[src/rtl/arm_pkg.sv]
// rtl/arm_pkg.sv - shared ARM32 control encodings: FSM states, ALU/shift/opcode/cond constants
package arm_pkg;

  typedef enum logic [2:0] {
    ST_FETCH      = 3'd0,
    ST_FETCH_WAIT = 3'd1,
    ST_DECODE     = 3'd2,
    ST_EXECUTE    = 3'd3,
    ST_WRITE_BACK = 3'd4
  } state_t;

  // ALU operation codes as understood by datapath
  localparam logic [2:0] ALU_ADD = 3'b000;
  localparam logic [2:0] ALU_SUB = 3'b001;
  localparam logic [2:0] ALU_AND = 3'b010;
  localparam logic [2:0] ALU_ORR = 3'b011;
  localparam logic [2:0] ALU_EOR = 3'b100;

  // Barrel shifter types, same encoding as IR[6:5]
  localparam logic [1:0] SH_LSL = 2'b00;
  localparam logic [1:0] SH_LSR = 2'b01;
  localparam logic [1:0] SH_ASR = 2'b10;
  localparam logic [1:0] SH_ROR = 2'b11;

  // Data-processing opcodes, IR[24:21]
  localparam logic [3:0] OP_AND = 4'b0000;
  localparam logic [3:0] OP_EOR = 4'b0001;
  localparam logic [3:0] OP_SUB = 4'b0010;
  localparam logic [3:0] OP_ADD = 4'b0100;
  localparam logic [3:0] OP_CMP = 4'b1010;
  localparam logic [3:0] OP_ORR = 4'b1100;
  localparam logic [3:0] OP_MOV = 4'b1101;

  // Condition codes, IR[31:28]
  localparam logic [3:0] COND_EQ = 4'b0000;
  localparam logic [3:0] COND_NE = 4'b0001;
  localparam logic [3:0] COND_CS = 4'b0010;
  localparam logic [3:0] COND_CC = 4'b0011;
  localparam logic [3:0] COND_MI = 4'b0100;
  localparam logic [3:0] COND_PL = 4'b0101;
  localparam logic [3:0] COND_VS = 4'b0110;
  localparam logic [3:0] COND_VC = 4'b0111;
  localparam logic [3:0] COND_HI = 4'b1000;
  localparam logic [3:0] COND_LS = 4'b1001;
  localparam logic [3:0] COND_GE = 4'b1010;
  localparam logic [3:0] COND_LT = 4'b1011;
  localparam logic [3:0] COND_GT = 4'b1100;
  localparam logic [3:0] COND_LE = 4'b1101;
  localparam logic [3:0] COND_AL = 4'b1110;
  localparam logic [3:0] COND_NV = 4'b1111;

  // True for the data-processing opcodes this core implements
  function automatic logic op_supported(input logic [3:0] op);
    return (op == OP_AND) || (op == OP_EOR) || (op == OP_SUB) || (op == OP_ADD) ||
           (op == OP_CMP) || (op == OP_ORR) || (op == OP_MOV);
  endfunction

endpackage

[src/rtl/cond_check.sv]
// rtl/cond_check.sv - combinational ARM condition-code evaluator against NZCV
module cond_check
  import arm_pkg::*;
(
  input  logic [3:0] cond,
  input  logic [3:0] nzcv,
  output logic       pass
);

  logic n, z, c, v;
  assign {n, z, c, v} = nzcv;

  // Full ARM condition table; the NV encoding never executes
  always_comb begin
    pass = 1'b0;
    case (cond)
      COND_EQ: pass = z;
      COND_NE: pass = !z;
      COND_CS: pass = c;
      COND_CC: pass = !c;
      COND_MI: pass = n;
      COND_PL: pass = !n;
      COND_VS: pass = v;
      COND_VC: pass = !v;
      COND_HI: pass = c && !z;
      COND_LS: pass = !c || z;
      COND_GE: pass = (n == v);
      COND_LT: pass = (n != v);
      COND_GT: pass = !z && (n == v);
      COND_LE: pass = z || (n != v);
      COND_AL: pass = 1'b1;
      default: pass = 1'b0;
    endcase
  end

endmodule

[src/rtl/controller.sv]
// rtl/controller.sv - five-state multi-cycle ARM32 data-processing control unit and PC owner
module controller
  import arm_pkg::*;
#(
  parameter logic [31:0] RESET_PC = 32'h0000_0000
) (
  input  logic        clk,
  input  logic        rst,
  input  logic [31:0] ins_data,
  input  logic [31:0] status_in,
  output logic        ins_rd_en,
  output logic [31:0] PC,
  output logic [3:0]  A_addr,
  output logic [3:0]  B_addr,
  output logic [3:0]  shift_addr,
  output logic [3:0]  w_addr1,
  output logic        en_A,
  output logic        en_B,
  output logic        en_S,
  output logic        w_en1,
  output logic        en_status1,
  output logic        sel_A,
  output logic        sel_B,
  output logic        sel_shift,
  output logic        sel_post_shift,
  output logic [1:0]  shift_op,
  output logic [2:0]  ALU_op,
  output logic [31:0] shift_imme,
  output logic [31:0] imme_data
);

  state_t      state;
  logic [31:0] ir;
  logic        cond_pass;
  logic        cond_now;

  logic [3:0]  opcode;
  logic        supported;
  logic        reg_shift;
  logic [2:0]  alu_dec;
  logic [63:0] rot_wide;
  logic        status_unused;

  assign status_unused = ^status_in[27:0];

  cond_check u_cond_check (
    .cond (ir[31:28]),
    .nzcv (status_in[31:28]),
    .pass (cond_now)
  );

  assign opcode    = ir[24:21];
  assign supported = (ir[27:26] == 2'b00) && op_supported(opcode);
  assign reg_shift = !ir[25] && ir[4];

  // Immediate rotate-right by twice the rotate field, done on a doubled word
  assign rot_wide = {24'b0, ir[7:0], 24'b0, ir[7:0]} >> {ir[11:8], 1'b0};

  // Opcode to ALU operation; MOV and unsupported opcodes fall to ADD
  always_comb begin
    alu_dec = ALU_ADD;
    case (opcode)
      OP_AND:         alu_dec = ALU_AND;
      OP_EOR:         alu_dec = ALU_EOR;
      OP_SUB, OP_CMP: alu_dec = ALU_SUB;
      OP_ORR:         alu_dec = ALU_ORR;
      default:        alu_dec = ALU_ADD;
    endcase
  end

  // State sequencing, IR capture, condition latch and PC advance
  always_ff @(posedge clk or posedge rst) begin
    if (rst) begin
      state     <= ST_FETCH;
      PC        <= RESET_PC;
      ir        <= 32'h0;
      cond_pass <= 1'b0;
    end else begin
      case (state)
        ST_FETCH:      state <= ST_FETCH_WAIT;
        ST_FETCH_WAIT: begin
          ir    <= ins_data;
          state <= ST_DECODE;
        end
        ST_DECODE: begin
          cond_pass <= cond_now;
          state     <= ST_EXECUTE;
        end
        ST_EXECUTE:    state <= ST_WRITE_BACK;
        ST_WRITE_BACK: begin
          PC    <= PC + 32'd4;
          state <= ST_FETCH;
        end
        default:       state <= ST_FETCH;
      endcase
    end
  end

  // Moore outputs from state and IR; anything not driven by a state stays 0
  always_comb begin
    ins_rd_en      = 1'b0;
    A_addr         = 4'h0;
    B_addr         = 4'h0;
    shift_addr     = 4'h0;
    w_addr1        = 4'h0;
    en_A           = 1'b0;
    en_B           = 1'b0;
    en_S           = 1'b0;
    w_en1          = 1'b0;
    en_status1     = 1'b0;
    sel_A          = 1'b0;
    sel_B          = 1'b0;
    sel_shift      = 1'b0;
    sel_post_shift = 1'b0;
    shift_op       = 2'b00;
    ALU_op         = 3'b000;
    shift_imme     = 32'h0;
    imme_data      = 32'h0;
    case (state)
      ST_FETCH: ins_rd_en = !rst;
      ST_DECODE: begin
        A_addr     = ir[19:16];
        B_addr     = ir[3:0];
        shift_addr = ir[11:8];
        en_A       = 1'b1;
        en_B       = 1'b1;
        en_S       = 1'b1;
        sel_shift  = reg_shift;
        if (!reg_shift) shift_imme = {27'b0, ir[11:7]};
      end
      ST_EXECUTE, ST_WRITE_BACK: begin
        shift_op  = ir[6:5];
        sel_B     = ir[25];
        if (ir[25]) imme_data = rot_wide[31:0];
        sel_A     = supported && (opcode == OP_MOV);
        ALU_op    = alu_dec;
        if (state == ST_EXECUTE) begin
          en_status1 = ir[20] && cond_pass && supported;
        end else if (cond_pass && supported && (opcode != OP_CMP)) begin
          w_en1   = 1'b1;
          w_addr1 = ir[15:12];
        end
      end
      default: ;
    endcase
  end

endmodule
[config.mk]
export PLATFORM = sky130hd
export DESIGN_NAME = controller
export DESIGN_NICKNAME = d
export VERILOG_FILES = /design/src/rtl/arm_pkg.sv /design/src/rtl/cond_check.sv /design/src/rtl/controller.sv
export SDC_FILE = /design/constraint.sdc
export NUM_CORES = 1
export LEC_CHECK = 0
export ABC_CLOCK_PERIOD_IN_PS = 4700
export BUFFER_PORTS_ARGS = -buffer_cell sky130_fd_sc_hd__buf_2
export CORE_ASPECT_RATIO = 2
export CORE_MARGIN = 2
export CORE_UTILIZATION = 51
export DETAILED_ROUTE_END_ITERATION = 6
export GPL_TIMING_DRIVEN = 1
export MAX_ROUTING_LAYER = met4
export PLACE_DENSITY = 0.87
export SKIP_CTS_REPAIR_TIMING = 1
export SLEW_MARGIN = 20
export SYNTH_ARGS = -nofsm -noshare
export SYNTH_HDL_FRONTEND = slang
export SYNTH_SLANG_ARGS = --single-unit
[constraint.sdc]
create_clock -name clk -period 4.7 [get_ports clk]
set_input_delay 0.235 -clock clk [delete_from_list [all_inputs] [get_ports clk]]
set_output_delay 0.235 -clock clk [all_outputs]
set_load 0.05 [all_outputs]
**Word level (Yosys, flattened, before mapping)**

Index checks and enable logic that the tools add are counted.

- Input port bits: 66
- Word-level logic and storage cells: 87
- Flip-flop bits (word level): 68

- Muxes and demuxes: 25
- Reductions and logical operators: 29
- Add/sub/neg operators: 1
- Eq/ne operators: 27
- Shift operators: 1

Operator list:

| kind | count |
|---|---|
| 32-bit two-way mux | 2 |
| 4-bit == test, second input constant | 10 |
| 40-bit by 5-bit >> shifter with 32-bit output | 1 |
| 32-bit by 3-bit adder with 32-bit output, second input constant | 1 |
| 4-bit two-way mux | 6 |
| 3-bit one-hot mux with 4 select lines | 2 |
| 4-bit by 3-bit == test with 1-bit output, second input constant | 5 |
| 1-bit one-hot mux with 15 select lines | 1 |
| 4-bit by 2-bit == test with 1-bit output, second input constant | 3 |
| 1-bit two-way mux | 10 |
| 5-bit two-way mux | 2 |
| 1-bit logical AND | 9 |
| 4-bit by 1-bit == test with 1-bit output, second input constant | 2 |
| 4-bit zero test | 2 |
| 1-bit logical OR | 8 |
| 3-bit by 2-bit == test with 1-bit output, second input constant | 2 |
| 1-bit zero test | 6 |
| 4-bit inequality test, second input constant | 1 |
| 2-bit OR reduction | 2 |
| 3-bit by 1-bit == test with 1-bit output, second input constant | 1 |
| 3-bit == test, second input constant | 1 |
| 3-bit zero test | 1 |
| 3-bit two-way mux | 1 |
| 2-bit zero test | 1 |
| 3 further kinds | 3 |

**Longest topological paths before layout**

- Depth in word-level cells: 13
- Gate-level depth with buffers: 6
- Mapped depth without buffers: 5

**Hierarchy**

From an unflattened synthesis, not the netlist that was laid out.

- Cell total of the unflattened synthesis: 418
- Area total of the unflattened synthesis: 4,091.4 um^2

Modules (own cells, without submodules):

| module | cells each | times used | seq. area each (um^2) | area each (um^2) |
|---|---|---|---|---|
| controller | 390 | 1 | 1,651.6 | 3,897.5 |
| cond_check | 28 | 1 | 0.0 | 193.9 |

**Worst setup path after synthesis**

No wires, ideal clock.

- Kind: reg-to-output
- Start point: register state[2]
- End point: output port ALU_op[1]
- Cell stages (with the launch flop): 5
- Path slack: 2.072 ns
- Data required time: 4.465 ns
- Arrival: 2.393 ns
- Cell sequence: dfrtp_1 > and3b_1 > clkbuf_1 > nor2_1 > nor4_1

- Cells in the longest elaborated chain, start to end: 3

RTL lines:

| item | RTL line | RTL |
|---|---|---|
| start, declared | controller.sv:32 | `state_t state;` |
| start signal, assigned | controller.sv:74 | `state <= ST_FETCH;` |
| start signal, assigned | controller.sv:80 | `ST_FETCH: state <= ST_FETCH_WAIT;` |
| start signal, assigned | controller.sv:83 | `state <= ST_DECODE;` |
| 3-bit by 2-bit == test with 1-bit output / 3-bit == test (equally long branches) | controller.sv:119 | `case (state)` |
| 2-bit OR reduction (*) | controller.sv:119 |  |
| 3-bit two-way mux (*) | controller.sv:119 |  |
| end, declared | controller.sv:27 | `output logic [2:0] ALU_op,` |

Every way passes the cells marked *; elsewhere a longest branch is shown, timed or not.

**Worst setup path after layout**

- Start point: register state[2]
- End point: output port imme_data[31]

- Cells in the longest elaborated chain, start to end: 3

RTL lines:

| item | RTL line | RTL |
|---|---|---|
| 3-bit by 2-bit == test with 1-bit output / 3-bit == test (equally long branches) | controller.sv:119 |  |
| 2-bit OR reduction (*) | controller.sv:119 |  |
| 32-bit two-way mux (*) | controller.sv:119 |  |
| end, declared | controller.sv:29 | `output logic [31:0] imme_data` |

Marked as above.

==> results.yml <==
run_status:
  status: "finished, final reports clean"
global_routing:
  grt_pass1_wl_um: 15700
  grt_max_degree: 36
  grt_pass1_vias: 3367
  antenna_found_initial: 0
  gr-total-overflow: 0
  grt_use_total_pct: 24.3
die:
  die_x_um: 66.8
  start_util_pct: 53.0
  coreArea_um2: 7600
  boundaryPins: 193
  die_area_um2: 8670
  num_rows: 45
  die_h_um: 130
logic_synthesis:
  synthFlopType: "dfrtp_1"
  yosys_warnings: 0
  syn_inst: 418
  async_reset_ff_share_pct: 100
  yosysUniqueCellTypes: 55
  ys_ff_latch: 66
  avgSynthCellArea_um2: 9.64
  netlist_area_um2: 4030
  synth_seq_area_share_pct: 41.0
  synth_edf_count: 0
power:
  combinationalPowerShare_pct: 14.8
  switching_share_pct: 27.9
  internal-power_uw: 1050
  p_switching_uw: 407
  p_clk_share_pct: 43.6
  p_per_area_nw_per_um2: 297
  power_leakage_uw: 0.00250
  pwr-share-seq_pct: 41.6
  vdd.ir_drop.worst_mv: 0.207
drt:
  firstDrtPassIters: 4
  wl_um: 9920
  wl_per_cell_um: 15.5
  vias: 3487
  ant_nets: 0
  drt_iter0_markers: 131
  drcViolationCount: 0
  via_per_inst: 5.46
sta:
  skew_ps: 4.58
  tightest_slew_ps: 834
  rsz0062_at_grt: "no"
  period_minus_slack_ps: 2710
  fmax_mhz: 370
  finalCritPeriodShare_pct: 57.6
  tns_ps: 0
  slew_violations: 0
  hold_viol: 0
  relSlewSlack_pct: 44.0
  setup_violations: 0
setup_path:
  ff2ff_path_depth: 3
  cp-start-kind: "flip-flop"
  reg2reg_from: "state[0]"
  crit_path_max_fanout: 14
  crit_path_end_kind: "output pin"
  critical_path_class: "reg2out"
  crit_start: "state[2]"
  cp-endpoint: "imme_data[31]"
  critPathArrivalTime_ps: 2470
  rr_endpoint: "ir[21]"
  required_ps: 4470
  r2r_slack_ps: 2560
clock_tree:
  h-tree-depth: 3
  clk_latency_ps: 320
  clk_pin_slew_worst_paths_ps: 50
  clockBufferDepth: 2
  cts_buffers: 9
  clk_root_buffer_cell: "clkbuf_16"
  tritoncts: "yes"
  clock-sinks: 66
finish:
  layout.nets: 608
  final_cell_mix: "134 x buf_2, 66 x dfrtp_1, 46 x nor2_1"
  fin_area_um2: 4910
  fin_util_pct: 64.6
  fin_cells: 639
  antenna_cells: 0
  final_common_cell: "buf_2"
  layout-drive-gt1-share_pct: 35.2
  fillers: 620
  syn_to_final_growth_pct: 22.0
place:
  dp.cells: 624
  io_buffer_count: 134
  hpwl_um: 7580
  placed_cell_area_um2: 4620
  place_congestion: 0.834
min_path:
  hp-class: "in2async"
flow_run:
  drv_cap: 0
worst max-delay path, stage by stage, from the launching register on:
cell and delay (ps):
dfrtp_1 450, nor3b_2 410, o21ai_1 380, or2_1 440, nor2_1 170, buf_2 290
logic make-up after synthesis:
logic type                 share of synthesized area [%]
buffers and inverters                               9.16
adders and majority gates                          0.311
AOI/OAI and AO/OA                                   7.15
DFF                                                 41.0
and+or+nand+nor                                     24.0
other                                             0.0931
xor gates and xnor gates                            6.74
muxes                                               11.6
cell usage after synthesis (3+ instances only):
library cell	number	area share (%)
dfrtp_1	66	41
nor2_1	46	4.3
buf_4	32	6.0
mux2_2	29	8.1
and2_1	25	3.9
xnor2_1	25	5.4
nand2_1	22	2.1
clkbuf_1	15	1.4
nand4_1	15	2.3
mux2i_1	14	3.5
nand3_1	13	1.6
a22oi_1	12	2.2
and3_1	10	1.6
inv_1	7	0.65
nor2b_1	6	0.93
nor3_1	6	0.75
o21ai_0	6	0.75
xor2_1	6	1.3
a21oi_1	5	0.62
buf_2	4	0.50
buf_1	3	0.28
nand2b_1	3	0.47
nor3b_1	3	0.56
nor4_1	3	0.47
area by class of cell:
cell class,instances,area [µm²],area share (%)
sequential,66,1650,33.6
multi-input combinational,318,2120,43.2
inverter,8,30.0,0.611
clock buffer,14,284,5.78
timing repair buffer,138,701,14.3
clock inverter,1,7.51,0.153
tap,94,118,2.39
how the worst min path moves through the flow:
| stage | startpoint | cells after the start | endpoint |
|---|---|---|---|
| final | rst | 2 | PC[20] |
| after global routing | rst | 2 | PC[26] |
| after global placement | rst | 2 | PC[19] |
| after floorplan | ins_data[25] | 2 | ir[25] |
| after CTS | rst | 2 | PC[20] |
| after detailed placement | rst | 2 | PC[20] |
power by group through the flow:
stage | combinational (µW) | clock, µW | sequential (µW)
after floorplan | 200 | 0 | 601
after global placement | 210 | 0 | 614
after detailed placement | 215 | 0 | 616
after CTS | 216 | 650 | 606
after global routing | 231 | 676 | 610
final | 215 | 636 | 607
state kept, by name (all words and copies together) (netlist names):
signal	count
state	3
ir	32
PC	30
cond_pass	1
per-stage QoR:
stage               setup slack (ps)  hold slack [ps]  power [µW]
global placement                2410              381         825
finish                          1990             37.0        1460
detailed placement              2350              394         831
global route                    1750             80.7        1520
floorplan                       2070              352         801
CTS                             1990             47.8        1470
layer usage:
metal  part of all wire (%)  global-route usage (%)  routed length, µm
met3                    5.0                    4.17                492
met4                    2.7                    11.0                266
met2                     56                    43.7               5520
met1                     37                    25.1               3650
met5                      0                       -                  0
(Power assumes the default switching activity.)
